## src/rtl/ccd_buffer_scheduler.sv

```systemverilog
// CCD readout buffer write scheduler: prefill handshake, stream, drain, completion pulse.
// Optional watchdog on WAIT_PF/DRAIN is built in when CCD_SCHED_WATCHDOG_EN is defined.
module ccd_buffer_scheduler #(
  parameter int LEN_WIDTH      = 16,
  parameter int PREFILL_CNT    = 4,
  parameter int TIMEOUT_CYCLES = 1023
) (
  input  logic                 bus_clk,
  input  logic                 rst,
  input  logic                 start,
  input  logic [LEN_WIDTH-1:0] xfer_len,
  input  logic                 src_valid,
  output logic                 src_ready,
  output logic                 pe_en,
  input  logic                 buffer_full,
  input  logic                 pre_fill_done,
  input  logic                 buffer_drained,
  output logic                 busy,
  output logic                 done,
  output logic                 err_start_busy,
  output logic [LEN_WIDTH-1:0] words_sent,
  output logic                 timeout
);

  typedef enum logic [2:0] {IDLE, PREFILL, WAIT_PF, STREAM, DRAIN, DONE} state_t;

  localparam logic [LEN_WIDTH-1:0] PF_CNT = LEN_WIDTH'(PREFILL_CNT);

  state_t               state_q, state_d;
  logic [LEN_WIDTH-1:0] len_q;
  logic [LEN_WIDTH-1:0] pf_target;
  logic [LEN_WIDTH-1:0] ws_inc;
  logic                 start_ok;
  logic                 wd_hit;

  assign pf_target = (len_q < PF_CNT) ? len_q : PF_CNT;
  assign ws_inc    = words_sent + LEN_WIDTH'(1);
  assign start_ok  = start && (state_q == IDLE);

  // Leaving PREFILL/STREAM on the final write keeps words_sent within target and len.
  assign src_ready = ((state_q == PREFILL) || (state_q == STREAM)) && !buffer_full &&
                     (words_sent < len_q);
  assign pe_en     = src_valid && src_ready;
  assign busy      = (state_q != IDLE);
  assign done      = (state_q == DONE);

  always_comb begin
    state_d = state_q;
    case (state_q)
      IDLE:    if (start) state_d = (xfer_len == '0) ? DONE : PREFILL;
      PREFILL: if (pe_en && (ws_inc == pf_target)) state_d = WAIT_PF;
      WAIT_PF: begin
        if (wd_hit)             state_d = DONE;
        else if (pre_fill_done) state_d = (words_sent == len_q) ? DRAIN : STREAM;
      end
      STREAM:  if (pe_en && (ws_inc == len_q)) state_d = DRAIN;
      DRAIN:   if (wd_hit || buffer_drained) state_d = DONE;
      DONE:    state_d = IDLE;
      default: state_d = IDLE;
    endcase
  end

  always_ff @(posedge bus_clk or posedge rst) begin
    if (rst) begin
      state_q        <= IDLE;
      words_sent     <= '0;
      err_start_busy <= 1'b0;
    end else begin
      state_q <= state_d;
      if (start_ok) begin
        words_sent     <= '0;
        err_start_busy <= 1'b0;
      end else begin
        if (pe_en) words_sent <= ws_inc;
        if (start) err_start_busy <= 1'b1;
      end
    end
  end

  // Transfer length is datapath; its use is gated by state, so it needs no reset.
  always_ff @(posedge bus_clk) begin
    if (start_ok) len_q <= xfer_len;
  end

`ifdef CCD_SCHED_WATCHDOG_EN
  localparam int WD_W = $clog2(TIMEOUT_CYCLES + 1);

  logic [WD_W-1:0] wd_cnt;
  logic            waiting;
  logic            timeout_q;

  assign waiting = (state_q == WAIT_PF) || (state_q == DRAIN);
  // Fires on the cycle whose increment would reach the limit, so DONE lands exactly
  // TIMEOUT_CYCLES cycles after entering a waiting state.
  assign wd_hit  = waiting && (wd_cnt == WD_W'(TIMEOUT_CYCLES - 1));
  assign timeout = timeout_q;

  always_ff @(posedge bus_clk or posedge rst) begin
    if (rst) begin
      wd_cnt    <= '0;
      timeout_q <= 1'b0;
    end else begin
      if (state_d != state_q) wd_cnt <= '0;
      else if (waiting)       wd_cnt <= wd_cnt + WD_W'(1);
      if (start_ok)    timeout_q <= 1'b0;
      else if (wd_hit) timeout_q <= 1'b1;
    end
  end
`else
  assign wd_hit  = 1'b0;
  assign timeout = (TIMEOUT_CYCLES < 0);
`endif

endmodule
```

## config.mk

```make
export PLATFORM = sky130hd
export DESIGN_NAME = ccd_buffer_scheduler
export DESIGN_NICKNAME = d
export VERILOG_FILES = /design/src/rtl/ccd_buffer_scheduler.sv
export SDC_FILE = /design/constraint.sdc
export NUM_CORES = 1
export LEC_CHECK = 0
export BUFFER_PORTS_ARGS = -buffer_cell sky130_fd_sc_hd__buf_2
export CELL_PAD_IN_SITES_DETAIL_PLACEMENT = 0
export CELL_PAD_IN_SITES_GLOBAL_PLACEMENT = 1
export CORE_MARGIN = 4
export CORE_UTILIZATION = 45
export CTS_BUF_LIST = sky130_fd_sc_hd__clkbuf_4 sky130_fd_sc_hd__clkbuf_8
export CTS_CLUSTER_SIZE = 8
export DETAILED_ROUTE_END_ITERATION = 10
export PLACE_DENSITY_LB_ADDON = 0.1
export REMOVE_ABC_BUFFERS = 1
export SETUP_SLACK_MARGIN = 0.4
export SYNTH_ARGS = -nofsm -noshare
export SYNTH_HDL_FRONTEND = slang
export SYNTH_SLANG_ARGS = --single-unit
```

## constraint.sdc

```tcl
create_clock -name bus_clk -period 4.2 [get_ports bus_clk]
set_input_delay 0.42 -clock bus_clk [delete_from_list [all_inputs] [get_ports bus_clk]]
set_output_delay 0.42 -clock bus_clk [all_outputs]
set_load 0.01 [all_outputs]
```

==> impl_metrics.json, run 1 <==
{
  "final_common_cell": "buf_2",
  "grtUsageTotal_pct": 20.6,
  "cts_hold_buf": 0,
  "critPathKind": "reg -> out",
  "drc": 0,
  "numCtsBuffers": 5,
  "ant_nets": 0,
  "dp_cells": 412,
  "drive_gt1_share_pct": 19.1,
  "grt_overflow": 0,
  "rrSetupSlack_ns": 1.42,
  "clk_path_buf_depth": 2,
  "crit_chain": "ha_1 > a41o_1 > a21oi_1 > o221ai_2 > or4b_4 > inv_1 > buf_2",
  "cts_sinks": 36,
  "first_pass_iters": 4,
  "wire_per_inst_um": 17.2,
  "ys_ff_latch": 36,
  "synthDominantCellAreaShare_pct": 17.9,
  "timing.rr.start": "words_sent[0]",
  "clock.fmax_mhz": 313,
  "synth_cell_types": 64,
  "final_cell_mix": "buf_2, inv_1, o21ai_0",
  "status": "complete, no violations",
  "leakagePower_nw": 1.38,
  "avgSynthCellArea_um2": 9.00,
  "fin_crit_ns": 3.20,
  "post-dp-hpwl_um": 5600,
  "syn_area_um2": 2790,
  "worstSetupStartpointType": "flip-flop",
  "start_util_pct": 46.8,
  "skew_ns": 0.0103,
  "fin_nets": 384,
  "crit_arrival_ns": 2.78,
  "grt_pass1_vias": 2317,
  "grt_antenna_before_repair": 0,
  "antennaDiodeCount": 0,
  "ys_seq_area_share_pct": 35.2,
  "maxCapViolations": 0,
  "cp_slowest_cell": "or4b_4",
  "cts_tree": "built",
  "core_um2": 5960,
  "vias_per_cell": 5.82,
  "critical_path.max_stage_delay_ns": 0.70,
  "finalSetupViolations": 0,
  "ctsResizeCount": 0,
  "clkLatencyLatePin_ns": 0.30,
  "slew_viol_final": 0,
  "crit_start": "words_sent[9]",
  "async_reset_ff_share_pct": 55.6,
  "setup.worst_path.end_class": "primary output",
  "period_share_pct": 76.2,
  "ios": 45,
  "tightest_slew_ns": 0.844,
  "slew_headroom_pct": 43.7,
  "die_height_um": 86.7,
  "synthCells": 310,
  "grt_max_degree": 29,
  "ir_drop_v": 0.000243,
  "totalWireLength_um": 7200,
  "cp_max_fo": 28,
  "synth_largest_area_cell": "dfrtp_1",
  "area_delta_synth_final_pct": 11.9,
  "io_buffers": 43,
  "num_rows": 28,
  "synth-main-ff-cell": "dfrtp_1",
  "yosys_warnings": 0,
  "gp_congestion": 0.849,
  "min_path_type": "in -> async",
  "vias": 2443,
  "layoutNonFillerInstCount": 420,
  "die_w_um": 86.7,
  "grt_pass1_wl_um": 12000,
  "post_cts_buffers": 0,
  "first_iter_violations": 150,
  "synth_top_cells_by_area": "dfrtp_1, edfxtp_1, ha_1, o21ai_0, inv_1",
  "h-tree-depth": 2,
  "grt_setup_unrepaired": "no",
  "required_ns": 3.78,
  "die-area_um2": 7520,
  "path_clk_slew_ns": 0.09,
  "hold_viol": 0,
  "powerDensity_nw_per_um2": 375,
  "tns_ns": 0,
  "synth-edff-count": 16,
  "cts_root_buf": "clkbuf_8"
}
[metal layers]
metal	routed length [um]	vias up	track usage (%)
li1	-	1207	-
met1	3320	1148	28.6
met3	425	12	4.09
met2	3300	76	32.0
met5	0	-	0
met4	158	0	7.08
[layout make-up]
| cell class | instances | area (um^2) |
|---|---|---|
| clock buffer | 5 | 68.8 |
| inverter | 29 | 109 |
| sequential | 36 | 981 |
| multi-input combinational | 228 | 1600 |
| tap | 75 | 93.8 |
| clock inverter | 3 | 46.3 |
| fill | 604 | 2830 |
| timing repair buffer | 44 | 223 |
[path summary, 6_finish.rpt]
kind / to / cells after the start
worst max-delay path: pe_en / 7
worst min-delay path: words_sent[4] / 2
worst max register to register: state_q[1] / 8
worst min register to register: err_start_busy / 2
max in group asynchronous: words_sent[15] / 2
min in group bus_clk: len_q[6] / 1
[kinds of logic after synthesis]
kind of cell	count (synthesis)	share of synthesized area [%]
and+or+nand+nor	105	22.2
AOI/OAI and AO/OA	81	19.2
buffers and inverters	46	7.44
DFF	36	35.2
xor gates and xnor gates	22	7.40
adders and majority gates	17	7.62
muxes	2	0.762
other	1	0.134
[registers in the layout, indices dropped and copies added, names as in the netlist]
signal and count:
words_sent 16, len_q 16, state_q 3, err_start_busy 1
[power by group]
group	internal, W	switching (W)
Clock	0.000179	0.000140
Sequential	0.000413	0.0000732
Combinational	0.000153	0.000213
Total	0.000744	0.000426
[per-stage QoR]
stage	area [um^2]	power, W	hold WS (ns)	setup slack [ns]	util, %
after floorplan	2690	0.000722	0.384	1.59	-
after global placement	3010	0.000858	0.477	1.34	50.5
after detailed placement	3010	0.000858	0.487	1.32	50.5
after CTS	3120	0.00118	0.305	0.991	52.4
after global routing	3120	0.00125	0.306	0.795	52.4
final	3120	0.00117	0.274	1.00	52.4
[synthesized netlist by cell type, types with 5 or more instances]
cell      number
inv_1         28
o31ai_1        7
nor4_1         8
ha_1          17
dfrtp_1       20
nor3_1         5
nor2b_1        6
edfxtp_1      16
xnor2_1       12
a21oi_1       15
buf_2         10
nor2_1        19
nand4_1        5
nand2_1       18
o21ai_0       26
xor2_1         9
nand3_1       17
[worst max-delay path: cells and delay by family (launching register included)]
| family | cells | cell delay, ns |
|---|---|---|
| adders and majority gates | 1 | 0.32 |
| buffers and inverters | 2 | 0.35 |
| and+or+nand+nor | 1 | 0.70 |
| DFF | 1 | 0.60 |
| AOI/OAI and AO/OA | 3 | 0.52 |
Power figures use the tool's default switching activity.
==> inputs of run 2 (changes only) <==
==> constraint.sdc (replaced) <==
create_clock -name bus_clk -period 3.15 [get_ports bus_clk]
set_input_delay 0.315 -clock bus_clk [delete_from_list [all_inputs] [get_ports bus_clk]]
set_output_delay 0.315 -clock bus_clk [all_outputs]
set_load 0.01 [all_outputs]
==> run 2 against run 1 <==
Effect of this change:
- non-clock buffer count increased by 21
- clock power grew 5%
- power increased by 33%
- largest cell class unchanged
- largest power group unchanged
- core utilization rose by 3.7 points
- critical path type unchanged
- critical endpoint unchanged
- clock skew down 0.0032 ns
==> impl_metrics.json, run 2 (same netlist as run 1, synthesis figures left out) <==
{
  "fillCellCount": 568,
  "p_total_w": 0.00155,
  "leakagePower_nw": 1.47,
  "min_path_type": "in -> async",
  "slew_headroom_pct": 44.9,
  "vias_per_cell": 6.00,
  "totalWireLength_um": 8160,
  "ir_drop_v": 0.000266,
  "hold_viol": 0,
  "die_w_um": 86.7,
  "pwr-share-seq_pct": 39.9,
  "antennaDiodeCount": 0,
  "io_buffers": 43,
  "ant_nets": 0,
  "grt_setup_unrepaired": "no",
  "tns_ns": 0,
  "grtUsageTotal_pct": 23.3,
  "first_pass_iters": 5,
  "skew_ns": 0.00715,
  "drc": 0,
  "slew_viol_final": 0,
  "tightest_slew_ns": 0.825,
  "maxCapViolations": 0,
  "clkLatencyLatePin_ns": 0.29,
  "first_iter_violations": 242,
  "grt_pass1_wl_um": 13300,
  "power_frac_comb_pct": 38.7,
  "final_cell_mix": "buf_2, inv_1, o21ai_0",
  "h-tree-depth": 2,
  "cts_root_buf": "clkbuf_8",
  "post-dp-hpwl_um": 6010,
  "worstSetupStartpointType": "flip-flop",
  "drive_gt1_share_pct": 26.4,
  "critPathKind": "reg -> out",
  "final_common_cell": "buf_2",
  "fin_crit_ns": 2.66,
  "p_sw_share_pct": 38.1,
  "design_area_um2": 3350,
  "path_clk_slew_ns": 0.08,
  "gp_congestion": 0.909,
  "cts_sinks": 36,
  "cts_tree": "built",
  "setup.worst_path.end_class": "primary output",
  "grt_max_degree": 21,
  "p_int_w": 0.000960,
  "start_util_pct": 46.8,
  "vias": 2651,
  "clock.fmax_mhz": 377,
  "numCtsBuffers": 5,
  "powerDensity_nw_per_um2": 463,
  "placed_cell_area_um2": 3100,
  "die_height_um": 86.7,
  "num_rows": 28,
  "grt_antenna_before_repair": 0,
  "grt_pass1_vias": 2516,
  "ios": 45,
  "cp_max_fo": 10,
  "status": "complete, no violations",
  "core_um2": 5960,
  "required_ns": 2.83,
  "finalSetupViolations": 0,
  "crit_arrival_ns": 2.34,
  "largest_registers": "len_q (16), words_sent (16), state_q (3)",
  "clk_path_buf_depth": 2,
  "period_share_pct": 84.3,
  "grt_overflow": 0,
  "area_delta_synth_final_pct": 19.9,
  "fin_nets": 406,
  "wire_per_inst_um": 18.5,
  "clkPwrFrac_pct": 21.5,
  "p_sw_w": 0.000591,
  "die-area_um2": 7520
}
## run 2: changes by cell type in the layout (fill, tap and decap cells not counted), moves of 2 or more
cell / delta
buf_4: +21
dfrtp_2: +2
nor4_1: -2
nor4_2: +2
ha_4: +4
ha_1: -4
clkinv_1: +2
dfrtp_1: -2
## run 2: critical path, stage by stage, from the launching register on
cell and delay, ns:
dfrtp_1 0.50, ha_1 0.36, a21oi_1 0.30, a21boi_4 0.12
or4b_4 0.54, inv_4 0.09, buf_2 0.12
## run 2: stage by stage
stage / util (%) / std cells / hold slack, ns / setup slack [ns]
after global routing: 56.2 / 442 / 0.202 / 0.404
after CTS: 54.4 / 439 / 0.204 / 0.423
after floorplan: - / 293 / 0.279 / 0.643
final: 56.2 / 442 / 0.174 / 0.494
after global placement: 52.0 / 424 / 0.479 / 0.497
after detailed placement: 52.0 / 424 / 0.509 / 0.456
## run 2: power by group through the flow
stage / logic (W) / registers, W / clock network (W)
floorplan: 0.000321 / 0.000642 / 0
global route: 0.000661 / 0.000629 / 0.000357
global placement: 0.000549 / 0.000626 / 0
finish: 0.000600 / 0.000618 / 0.000333
detailed placement: 0.000551 / 0.000627 / 0
CTS: 0.000574 / 0.000617 / 0.000336
## run 2: final cells by class
cell class,count,area (um^2),area share [%]
sequential,36,983,29.4
clock inverter,2,7.51,0.224
multi-input combinational,229,1690,50.6
inverter,29,111,3.33
clock buffer,6,76.3,2.28
timing repair buffer,65,380,11.4
tap,75,93.8,2.80
## run 2: metal layers
metal  vias to the layer above  global-route usage [%]  share of wire, %  wire [um]
li1                       1256                       -                 -          -
met1                      1267                    32.2                46       3720
met2                       111                    36.7                46       3750
met3                        17                    4.56               6.4        522
met4                         0                    7.08               2.1        172
met5                         -                       0                 0          0
## run 2: final timing paths
check,slack (ns),cells after the start,to,startpoint
max,0.49,6,pe_en,words_sent[3]
min,0.17,2,words_sent[9],rst
max reg2reg,0.60,7,words_sent[12],words_sent[3]
min reg2reg,0.53,2,err_start_busy,err_start_busy
max in group asynchronous,2.41,2,words_sent[7],rst
min in group bus_clk,0.21,1,len_q[5],xfer_len[5]
## run 2: what timing repair did
item | CTS | global route
setup endpoints to repair | 1 | 13
resized for setup | 3 | 11
gates cloned | 1 | 0
setup buffers | 6 | 3
hold buffers | 0 | 0
pin swaps | 2 | 3
==> inputs of run 3 (changes only) <==
==> constraint.sdc (replaced) <==
create_clock -name bus_clk -period 2.6 [get_ports bus_clk]
set_input_delay 0.26 -clock bus_clk [delete_from_list [all_inputs] [get_ports bus_clk]]
set_output_delay 0.26 -clock bus_clk [all_outputs]
set_load 0.01 [all_outputs]
==> run 3 against run 2 <==
Effect of this change:
- combinational power up 120%
- routed wire length up 22%
- hold slack worse by 0.020 ns
- critical endpoint unchanged
- register-to-register slack worse by 0.65 ns
- flip-flop and latch count unchanged
- first-iteration DRC count up 26%
- the flow now finishes with violations (negative setup slack)
- power up 62%
==> impl_metrics.json, run 3 (same netlist as run 1, synthesis figures left out) <==
{
  "placed_cell_area_um2": 3380,
  "die-area_um2": 7520,
  "critical_path.max_stage_delay_ns": 0.60,
  "die_height_um": 86.7,
  "fin_nets": 474,
  "crit_start": "words_sent[1]",
  "status": "finished with violations",
  "post-place-ws_ns": 0.0492,
  "setup.worst_path.end_class": "primary output",
  "post-dp-hpwl_um": 6550,
  "largest_registers": "len_q (16), words_sent (16), state_q (3)",
  "core_um2": 5960,
  "ant_nets": 0,
  "grt_overflow": 0,
  "rr_worst_depth": 11,
  "crit_end": "pe_en",
  "vias_per_cell": 5.94,
  "p_total_w": 0.00251,
  "grt_antenna_before_repair": 0,
  "post-route-util_pct": 72.6,
  "clk_path_buf_depth": 2,
  "cts_root_buf": "clkbuf_8",
  "first_pass_iters": 5,
  "cp_max_fo": 3,
  "critPathKind": "reg -> out",
  "h-tree-depth": 2,
  "antennaDiodeCount": 0,
  "numCtsBuffers": 5,
  "grt_pass1_vias": 2734,
  "regArea_um2": 986,
  "gp_congestion": 0.846,
  "slew_headroom_pct": 33.3,
  "required_ns": 2.34,
  "grt_pass1_wl_um": 13900,
  "drive_gt1_share_pct": 52.0,
  "powerDensity_nw_per_um2": 580,
  "leakagePower_nw": 1.96,
  "worstSetupStartpointType": "flip-flop",
  "multi_input_area_um2": 2080,
  "worst_slack_ns": -0.0668,
  "first_iter_violations": 305,
  "start_util_pct": 46.8,
  "die_w_um": 86.7,
  "cp_slowest_cell": "or4b_4",
  "fin_crit_ns": 2.67,
  "clock.fmax_mhz": 375,
  "violations": "negative setup slack",
  "grt_max_degree": 21,
  "io_buffers": 43,
  "skew_ns": 0.00604,
  "totalWireLength_um": 9920,
  "rrSetupSlack_ns": -0.05,
  "tns_ns": -0.144,
  "path_clk_slew_ns": 0.08,
  "maxCapViolations": 0,
  "grt_setup_unrepaired": "yes",
  "timing.rr.end": "words_sent[3]",
  "design_area_um2": 4320,
  "crit_chain": "ha_1 > nor2b_4 > o21bai_1 > a21boi_1 > buf_4 > or4b_4 > inv_4 > buf_6",
  "ir_drop_v": 0.000491,
  "cts_sinks": 36,
  "vias": 3030,
  "final_cell_mix": "buf_4, buf_2, inv_1",
  "cts_tree": "built",
  "min_path_type": "in -> reg",
  "final_common_cell": "buf_4",
  "slew_viol_final": 0,
  "grtUsageTotal_pct": 24.1,
  "period_share_pct": 103,
  "area_delta_synth_final_pct": 54.9,
  "clkLatencyLatePin_ns": 0.29,
  "num_rows": 28,
  "timing.rr.start": "words_sent[1]",
  "wire_per_inst_um": 19.5,
  "fillCellCount": 434,
  "hold_viol": 0,
  "ios": 45,
  "finalSetupViolations": 4,
  "tightest_slew_ns": 0.999,
  "drc": 0,
  "crit_arrival_ns": 2.41
}
==> run 3: final cells by class <==
cell class	count	share of cell area [%]
repair buffers	134	22.2
clock inverters	2	0.376
inverters	29	2.58
flip-flops and latches	36	22.8
multi-input cells	228	48.1
well taps	75	2.17
clock buffers	6	1.77
==> run 3: worst min path at each step <==
stage | from | end | depth (start not counted)
floorplan | rst | err_start_busy | 1
global placement | xfer_len[2] | len_q[2] | 1
detailed placement | xfer_len[7] | len_q[7] | 1
CTS | xfer_len[7] | len_q[7] | 1
global route | xfer_len[7] | len_q[7] | 1
finish | xfer_len[2] | len_q[2] | 1
==> run 3: stage by stage <==
stage | hold slack (ns) | instances
after floorplan | 0.224 | 293
after global placement | 0.452 | 461
after detailed placement | 0.454 | 461
after CTS | 0.150 | 485
after global routing | 0.144 | 510
final | 0.154 | 510
==> run 3: critical path: cells and delay by family, from the launching register on <==
kind | cells | cell delay, ns
flops | 1 | 0.43
buf+inv | 3 | 0.32
compound gates | 2 | 0.30
fa+ha+maj | 1 | 0.33
simple gates | 2 | 0.73
==> run 3: repair_timing <==
action | CTS | global route
pin swaps | 13 | 30
endpoints found under the setup margin | 21 | 21
hold buffers | 0 | 0
setup buffers | 16 | 25
gates resized for setup | 38 | 89
==> run 3: per-layer routing <==
metal,GRT usage (%),wire length (um),up-vias
li1,-,-,1393
met1,33.8,4190,1441
met5,0,0,-
met4,5.67,299,0
met3,2.85,743,33
met2,39.8,4690,163
==> run 3: where the power goes <==
part	switching [W]	internal, W	leakage, nW
Clock	0.000224	0.000201	0.0448
Combinational	0.000678	0.000659	1.51
Sequential	0.0000773	0.000669	0.405
